--- src/rtl/mips_ctrl_pkg.sv ---
// mips_ctrl_pkg: shared definitions for the multi-cycle MIPS controller.
//   - state encodings (IDLE..JUMP), opcode constants
//   - mux-select / ALU-op code constants
//   - ctrl_t: the full control word driven to the datapath
//   - isLegal(): opcode legality check used by the DECODE dispatch
package mips_ctrl_pkg;

  localparam int OP_W    = 6;
  localparam int STATE_W = 4;

  typedef enum logic [STATE_W-1:0] {
    IDLE     = 4'd0,
    FETCH    = 4'd1,
    DECODE   = 4'd2,
    MEM_ADDR = 4'd3,
    MEM_RD   = 4'd4,
    MEM_WB   = 4'd5,
    MEM_WR   = 4'd6,
    EXEC_R   = 4'd7,
    R_WB     = 4'd8,
    EXEC_I   = 4'd9,
    I_WB     = 4'd10,
    BRANCH   = 4'd11,
    JUMP     = 4'd12
  } state_t;

  localparam logic [OP_W-1:0] OP_RTYPE = 6'b000000;
  localparam logic [OP_W-1:0] OP_LW    = 6'b100011;
  localparam logic [OP_W-1:0] OP_SW    = 6'b101011;
  localparam logic [OP_W-1:0] OP_BEQ   = 6'b000100;
  localparam logic [OP_W-1:0] OP_J     = 6'b000010;
  localparam logic [OP_W-1:0] OP_ADDI  = 6'b001000;
  localparam logic [OP_W-1:0] OP_ANDI  = 6'b001100;
  localparam logic [OP_W-1:0] OP_ORI   = 6'b001101;

  // alu_src_b
  localparam logic [1:0] SRCB_B      = 2'b00;
  localparam logic [1:0] SRCB_FOUR   = 2'b01;
  localparam logic [1:0] SRCB_IMM    = 2'b10;
  localparam logic [1:0] SRCB_IMM_SH = 2'b11;
  // alu_op
  localparam logic [1:0] ALU_ADD     = 2'b00;
  localparam logic [1:0] ALU_SUB     = 2'b01;
  localparam logic [1:0] ALU_FUNCT   = 2'b10;
  localparam logic [1:0] ALU_LOGIC   = 2'b11;
  // pc_source
  localparam logic [1:0] PCSRC_ALU    = 2'b00;
  localparam logic [1:0] PCSRC_ALUOUT = 2'b01;
  localparam logic [1:0] PCSRC_JUMP   = 2'b10;

  typedef struct packed {
    logic       pcWrite;
    logic       pcWriteCond;
    logic       iord;
    logic       memRead;
    logic       memWrite;
    logic       irWrite;
    logic       memToReg;
    logic       regDst;
    logic       regWrite;
    logic       aluSrcA;
    logic [1:0] aluSrcB;
    logic [1:0] aluOp;
    logic [1:0] pcSource;
    logic       extZero;
    logic       illegalOp;
  } ctrl_t;

  function automatic logic isLegal(input logic [OP_W-1:0] op);
    case (op)
      OP_RTYPE, OP_LW, OP_SW, OP_BEQ, OP_J,
      OP_ADDI, OP_ANDI, OP_ORI: isLegal = 1'b1;
      default:                  isLegal = 1'b0;
    endcase
  endfunction

endpackage

--- src/rtl/mips_ctrl_outdec.sv ---
// mips_ctrl_outdec: combinational control-word decoder.
//   state     - current FSM state
//   opcode    - live IR[31:26], only consulted in DECODE (illegal flag)
//   opLat     - opcode latched in DECODE, selects extender/ALU mode for I-type
//   memReady  - qualifies ir_write/pc_write in FETCH
//   ctrl      - full control word
module mips_ctrl_outdec
  import mips_ctrl_pkg::*;
(
  input  state_t          state,
  input  logic [OP_W-1:0] opcode,
  input  logic [OP_W-1:0] opLat,
  input  logic            memReady,
  output ctrl_t           ctrl
);

  logic logicImm;
  assign logicImm = (opLat == OP_ANDI) || (opLat == OP_ORI);

  always_comb begin
    ctrl = '0;
    case (state)
      FETCH: begin
        ctrl.memRead  = 1'b1;
        ctrl.aluSrcB  = SRCB_FOUR;
        ctrl.aluOp    = ALU_ADD;
        ctrl.pcSource = PCSRC_ALU;
        ctrl.irWrite  = memReady;
        ctrl.pcWrite  = memReady;
      end
      DECODE: begin
        // branch target precompute: PC + (sext(imm) << 2)
        ctrl.aluSrcB   = SRCB_IMM_SH;
        ctrl.aluOp     = ALU_ADD;
        ctrl.illegalOp = !isLegal(opcode);
      end
      MEM_ADDR: begin
        ctrl.aluSrcA = 1'b1;
        ctrl.aluSrcB = SRCB_IMM;
        ctrl.aluOp   = ALU_ADD;
      end
      MEM_RD: begin
        ctrl.memRead = 1'b1;
        ctrl.iord    = 1'b1;
      end
      MEM_WB: begin
        ctrl.regWrite = 1'b1;
        ctrl.memToReg = 1'b1;
      end
      MEM_WR: begin
        ctrl.memWrite = 1'b1;
        ctrl.iord     = 1'b1;
      end
      EXEC_R: begin
        ctrl.aluSrcA = 1'b1;
        ctrl.aluSrcB = SRCB_B;
        ctrl.aluOp   = ALU_FUNCT;
      end
      R_WB: begin
        ctrl.regWrite = 1'b1;
        ctrl.regDst   = 1'b1;
      end
      EXEC_I: begin
        ctrl.aluSrcA = 1'b1;
        ctrl.aluSrcB = SRCB_IMM;
        ctrl.aluOp   = logicImm ? ALU_LOGIC : ALU_ADD;
        ctrl.extZero = logicImm;
      end
      I_WB: begin
        ctrl.regWrite = 1'b1;
        // extender mode held so the immediate path stays stable through writeback
        ctrl.extZero  = logicImm;
      end
      BRANCH: begin
        ctrl.aluSrcA     = 1'b1;
        ctrl.aluSrcB     = SRCB_B;
        ctrl.aluOp       = ALU_SUB;
        ctrl.pcWriteCond = 1'b1;
        ctrl.pcSource    = PCSRC_ALUOUT;
      end
      JUMP: begin
        ctrl.pcWrite  = 1'b1;
        ctrl.pcSource = PCSRC_JUMP;
      end
      default: ctrl = '0; // IDLE and unreachable encodings
    endcase
  end

endmodule

--- src/rtl/multicycle_ctrl.sv ---
// multicycle_ctrl: Moore FSM sequencing the multi-cycle MIPS datapath.
//   clk, rst (async, active high)
//   opcode     - IR[31:26], valid from DECODE on; latched in DECODE
//   mem_ready  - memory completes current access this cycle
//   outputs    - PC/IR/regfile/memory enables, mux selects, ALU op,
//                extender mode, one-cycle illegal_op pulse in DECODE
module multicycle_ctrl
  import mips_ctrl_pkg::*;
#(
  parameter int OP_W = mips_ctrl_pkg::OP_W
) (
  input  logic            clk,
  input  logic            rst,
  input  logic [OP_W-1:0] opcode,
  input  logic            mem_ready,
  output logic            pc_write,
  output logic            pc_write_cond,
  output logic            iord,
  output logic            mem_read,
  output logic            mem_write,
  output logic            ir_write,
  output logic            mem_to_reg,
  output logic            reg_dst,
  output logic            reg_write,
  output logic            alu_src_a,
  output logic [1:0]      alu_src_b,
  output logic [1:0]      alu_op,
  output logic [1:0]      pc_source,
  output logic            ext_zero,
  output logic            illegal_op
);

  state_t          state, stateNxt;
  logic [OP_W-1:0] opLat;
  ctrl_t           ctrl;

  // state register
  always_ff @(posedge clk or posedge rst) begin
    if (rst) state <= IDLE;
    else     state <= stateNxt;
  end

  // opcode held from DECODE so later states are independent of IR
  always_ff @(posedge clk or posedge rst) begin
    if (rst)                  opLat <= '0;
    else if (state == DECODE) opLat <= opcode;
  end

  // next state
  always_comb begin
    stateNxt = FETCH;
    case (state)
      IDLE:     stateNxt = FETCH;
      FETCH:    stateNxt = mem_ready ? DECODE : FETCH;
      DECODE: begin
        case (opcode)
          OP_LW, OP_SW:              stateNxt = MEM_ADDR;
          OP_RTYPE:                  stateNxt = EXEC_R;
          OP_BEQ:                    stateNxt = BRANCH;
          OP_J:                      stateNxt = JUMP;
          OP_ADDI, OP_ANDI, OP_ORI:  stateNxt = EXEC_I;
          default:                   stateNxt = FETCH;
        endcase
      end
      MEM_ADDR: stateNxt = (opLat == OP_LW) ? MEM_RD : MEM_WR;
      MEM_RD:   stateNxt = mem_ready ? MEM_WB : MEM_RD;
      MEM_WB:   stateNxt = FETCH;
      MEM_WR:   stateNxt = mem_ready ? FETCH : MEM_WR;
      EXEC_R:   stateNxt = R_WB;
      R_WB:     stateNxt = FETCH;
      EXEC_I:   stateNxt = I_WB;
      I_WB:     stateNxt = FETCH;
      BRANCH:   stateNxt = FETCH;
      JUMP:     stateNxt = FETCH;
      default:  stateNxt = FETCH;
    endcase
  end

  // outputs
  mips_ctrl_outdec uOutdec (
    .state    (state),
    .opcode   (opcode),
    .opLat    (opLat),
    .memReady (mem_ready),
    .ctrl     (ctrl)
  );

  always_comb begin
    pc_write      = ctrl.pcWrite;
    pc_write_cond = ctrl.pcWriteCond;
    iord          = ctrl.iord;
    mem_read      = ctrl.memRead;
    mem_write     = ctrl.memWrite;
    ir_write      = ctrl.irWrite;
    mem_to_reg    = ctrl.memToReg;
    reg_dst       = ctrl.regDst;
    reg_write     = ctrl.regWrite;
    alu_src_a     = ctrl.aluSrcA;
    alu_src_b     = ctrl.aluSrcB;
    alu_op        = ctrl.aluOp;
    pc_source     = ctrl.pcSource;
    ext_zero      = ctrl.extZero;
    illegal_op    = ctrl.illegalOp;
  end

endmodule

--- config.mk ---
export PLATFORM = sky130hd
export DESIGN_NAME = multicycle_ctrl
export DESIGN_NICKNAME = d
export VERILOG_FILES = /design/src/rtl/mips_ctrl_pkg.sv /design/src/rtl/mips_ctrl_outdec.sv /design/src/rtl/multicycle_ctrl.sv
export SDC_FILE = /design/constraint.sdc
export NUM_CORES = 1
export LEC_CHECK = 0
export ABC_AREA = 0
export CAP_MARGIN = 40
export CORE_MARGIN = 5
export CORE_UTILIZATION = 35
export DETAILED_ROUTE_END_ITERATION = 10
export GPL_ROUTABILITY_DRIVEN = 0
export PLACE_DENSITY = 0.68
export SYNTH_ARGS = -nofsm -noshare
export SYNTH_HDL_FRONTEND = slang
export SYNTH_SLANG_ARGS = --single-unit
--- constraint.sdc ---
create_clock -name clk -period 2.1 [get_ports clk]
set_clock_uncertainty 0.2 [all_clocks]
set_input_delay 0.42 -clock clk [delete_from_list [all_inputs] [get_ports clk]]
set_output_delay 0.42 -clock clk [all_outputs]
set_load 0.01 [all_outputs]
==> impl_metrics.toml <==
[detailed_routing]
wl_per_cell_microns = 13.8
via_count = 943
drtIter0Drc = 10
drc = 0
wl_microns = 2450
first_pass_iters = 4
antenna_left = 0
vias_per_cell = 5.33

[cts]
worstSkewPairLatency_ps = 260
cts_sinks = 10
cts_max_path_buffers = 2
htreeDepth = 1
cts_hold_buf = 0
cts_root_buf = "clkbuf_4"
cts_tree = "built"
cts_buffers = 3
clk_pin_slew_ps = 60

[finish]
antenna_cells = 0
mostFrequentLayoutCells = "buf_4, buf_2, dfrtp_1, nor2_1"
area_growth_pct = 61.4
fin_area_sq_mm = 0.00136
fin_nets = 160
stdcell_count = 177
drive_gt1_share_pct = 49.0
final_util_pct = 60.3
layout_commonest_cell = "buf_4"

[placed_design]
dp_hpwl_microns = 1940
dpl-instance-area_sq_mm = 0.00132
port-buffer-count = 26
dp_cells = 170

[timing]
max_freq_mhz = 478
period_needed_ps = 2090
post-route-period-util_pct = 99.7
maxSlewHeadroom_pct = 74.9
timing.hold.ws_ps = 225
tightest_slew_ps = 377
rsz0062_at_grt = "yes"
finalHoldViolCount = 0
setup_viol_count_final = 0
final-max-slew-violation-count = 0

[floorplan]
dieHeight_microns = 59.1
core_area_sq_mm = 0.00225
ios = 27
die_area_sq_mm = 0.00349
start_util_pct = 37.3
row_count = 17
die_w_microns = 59.1

[logic_synthesis]
synth_cells = 95
synth_cell_type_count = 39
synth_top_area_share_pct = 29.7
syn_avg_cell_area_sq_um = 8.86
seq_area_frac_synth_pct = 29.7
synth_fp_nets = 104
ys.flop_type = "dfrtp_1"
yosys_warnings = 0
synth_edf_count = 0
synth_area_leaders = "dfrtp_1, mux2_2, buf_2"
synth_area_sq_um = 842
async_flop_share_pct = 100
synth.largest_area_cell = "dfrtp_1"
ys_ff_latch = 10

[global_route]
grt_max_degree = 14
grt_pass1_vias = 912
grt_first_pass_wirelength_microns = 3910
grt-ovfl-total = 0
grt_antenna_before_repair = 0
grt_util_all_layers_pct = 14.4

[critical_path]
cp-start-kind = "primary input"
end_kind = "primary output"
path_class = "primary input to primary output"
critPathMaxStageDelay_ps = 540
cp.arrival_ps = 1470
cp_cell_sequence = "clkbuf_2 > or4_4 > a21oi_2 > nor3b_2 > buf_2"
required_ps = 1480
worst-path-max-fanout = 4
crit_slowest_cell = "or4_4"

[pwr]
ir_drop_mv = 0.668
power_per_cell_area_mw_per_mm2 = 1210
leakagePower_nw = 0.638

[outcome]
outcome = "finished, final reports clean"

[flow_run]
drv_cap = 0

[worst_hold_path]
hold_class = "primary input to asynchronous set/reset pin"
[cell usage after synthesis, types with 2 or more instances]
master,n
a211oi_1,2
a21oi_1,5
and3_1,2
and3b_1,2
buf_2,7
dfrtp_1,10
mux2_2,6
mux2i_1,2
nand2_1,4
nand2b_1,3
nor2_1,9
nor2b_1,3
nor3_1,4
nor3b_1,4
nor4_1,2
nor4b_1,3
o21ai_0,3
o21bai_1,2
xnor2_1,2
[what timing repair did]
| action | CTS | global route |
|---|---|---|
| endpoints found under the setup margin | 18 | 12 |
| pin swaps | 6 | 4 |
| resized for setup | 64 | 18 |
| buffers inserted | 2 | 2 |
[power by group]
| part | total (W) | switching (W) | leakage, nW | internal, W |
|---|---|---|---|---|
| registers | 0.000364 | 0.0000775 | 0.119 | 0.000286 |
| logic | 0.00115 | 0.000520 | 0.505 | 0.000628 |
| clock network | 0.000127 | 0.0000611 | 0.0138 | 0.0000660 |
[path summary, 6_finish.rpt]
path | startpoint | endpoint | slack, ps | cells after the start
min in group clk | opLat[0]$_DFFE_PP0P_ | opLat[0]$_DFFE_PP0P_ | 310 | 1
worst max-delay path | opcode[0] | illegal_op | 7 | 5
worst min-delay path | rst | opLat[3]$_DFFE_PP0P_ | 220 | 2
max in group asynchronous | rst | state[3]$_DFF_PP0_ | 1180 | 2
worst min register to register | opLat[0]$_DFFE_PP0P_ | opLat[0]$_DFFE_PP0P_ | 310 | 1
worst max register to register | state[2]$_DFF_PP0_ | opLat[0]$_DFFE_PP0P_ | 340 | 5
[cell families (layout without fill, tap and decap cells)]
kind of cell,after synthesis,in the layout,share of synthesized area [%]
AOI/OAI and AO/OA,19,19,15.0
muxes,8,8,10.4
buffers and inverters,10,64,6.83
xor gates and xnor gates,2,2,2.08
DFF,10,10,29.7
and+or+nand+nor,46,46,36.0
[state kept, by name (all words and copies together) (netlist names)]
| signal | cells |
|---|---|
| state | 4 |
| opLat | 6 |
[final cells by class]
class	instances	area [sq um]
fillers	219	896
multi-input cells	75	599
repair buffers	60	445
flip-flops and latches	10	253
well taps	28	35.0
clock buffers	3	22.5
inverters	1	3.75
[through the flow]
| step | setup slack (ps) | total power (W) | TNS [ps] |
|---|---|---|---|
| after global routing | -30.1 | 0.00176 | -41.5 |
| after floorplan | 173 | 0.000951 | 0 |
| after detailed placement | -750 | 0.00149 | -1580 |
| after CTS | -38.9 | 0.00163 | -60.4 |
| after global placement | -724 | 0.00147 | -1440 |
| final | 6.64 | 0.00164 | 0 |
[worst max-delay path: cells and delay by family]
kind                   cells  cell delay (ps)
AND/OR/NAND/NOR            2              600
buffers and inverters      2              260
AO/OA/AOI/OAI              1              200
[routing by layer]
layer / vias to the layer above / GRT usage [%] / part of all wire [%]
met3: 6 / 1.74 / 5.9
li1: 462 / - / -
met5: - / 0 / 0
met2: 29 / 28.2 / 51
met1: 446 / 15.1 / 41
met4: 0 / 5.83 / 2.0
Note: power is estimated with default switching activity, not from simulation.
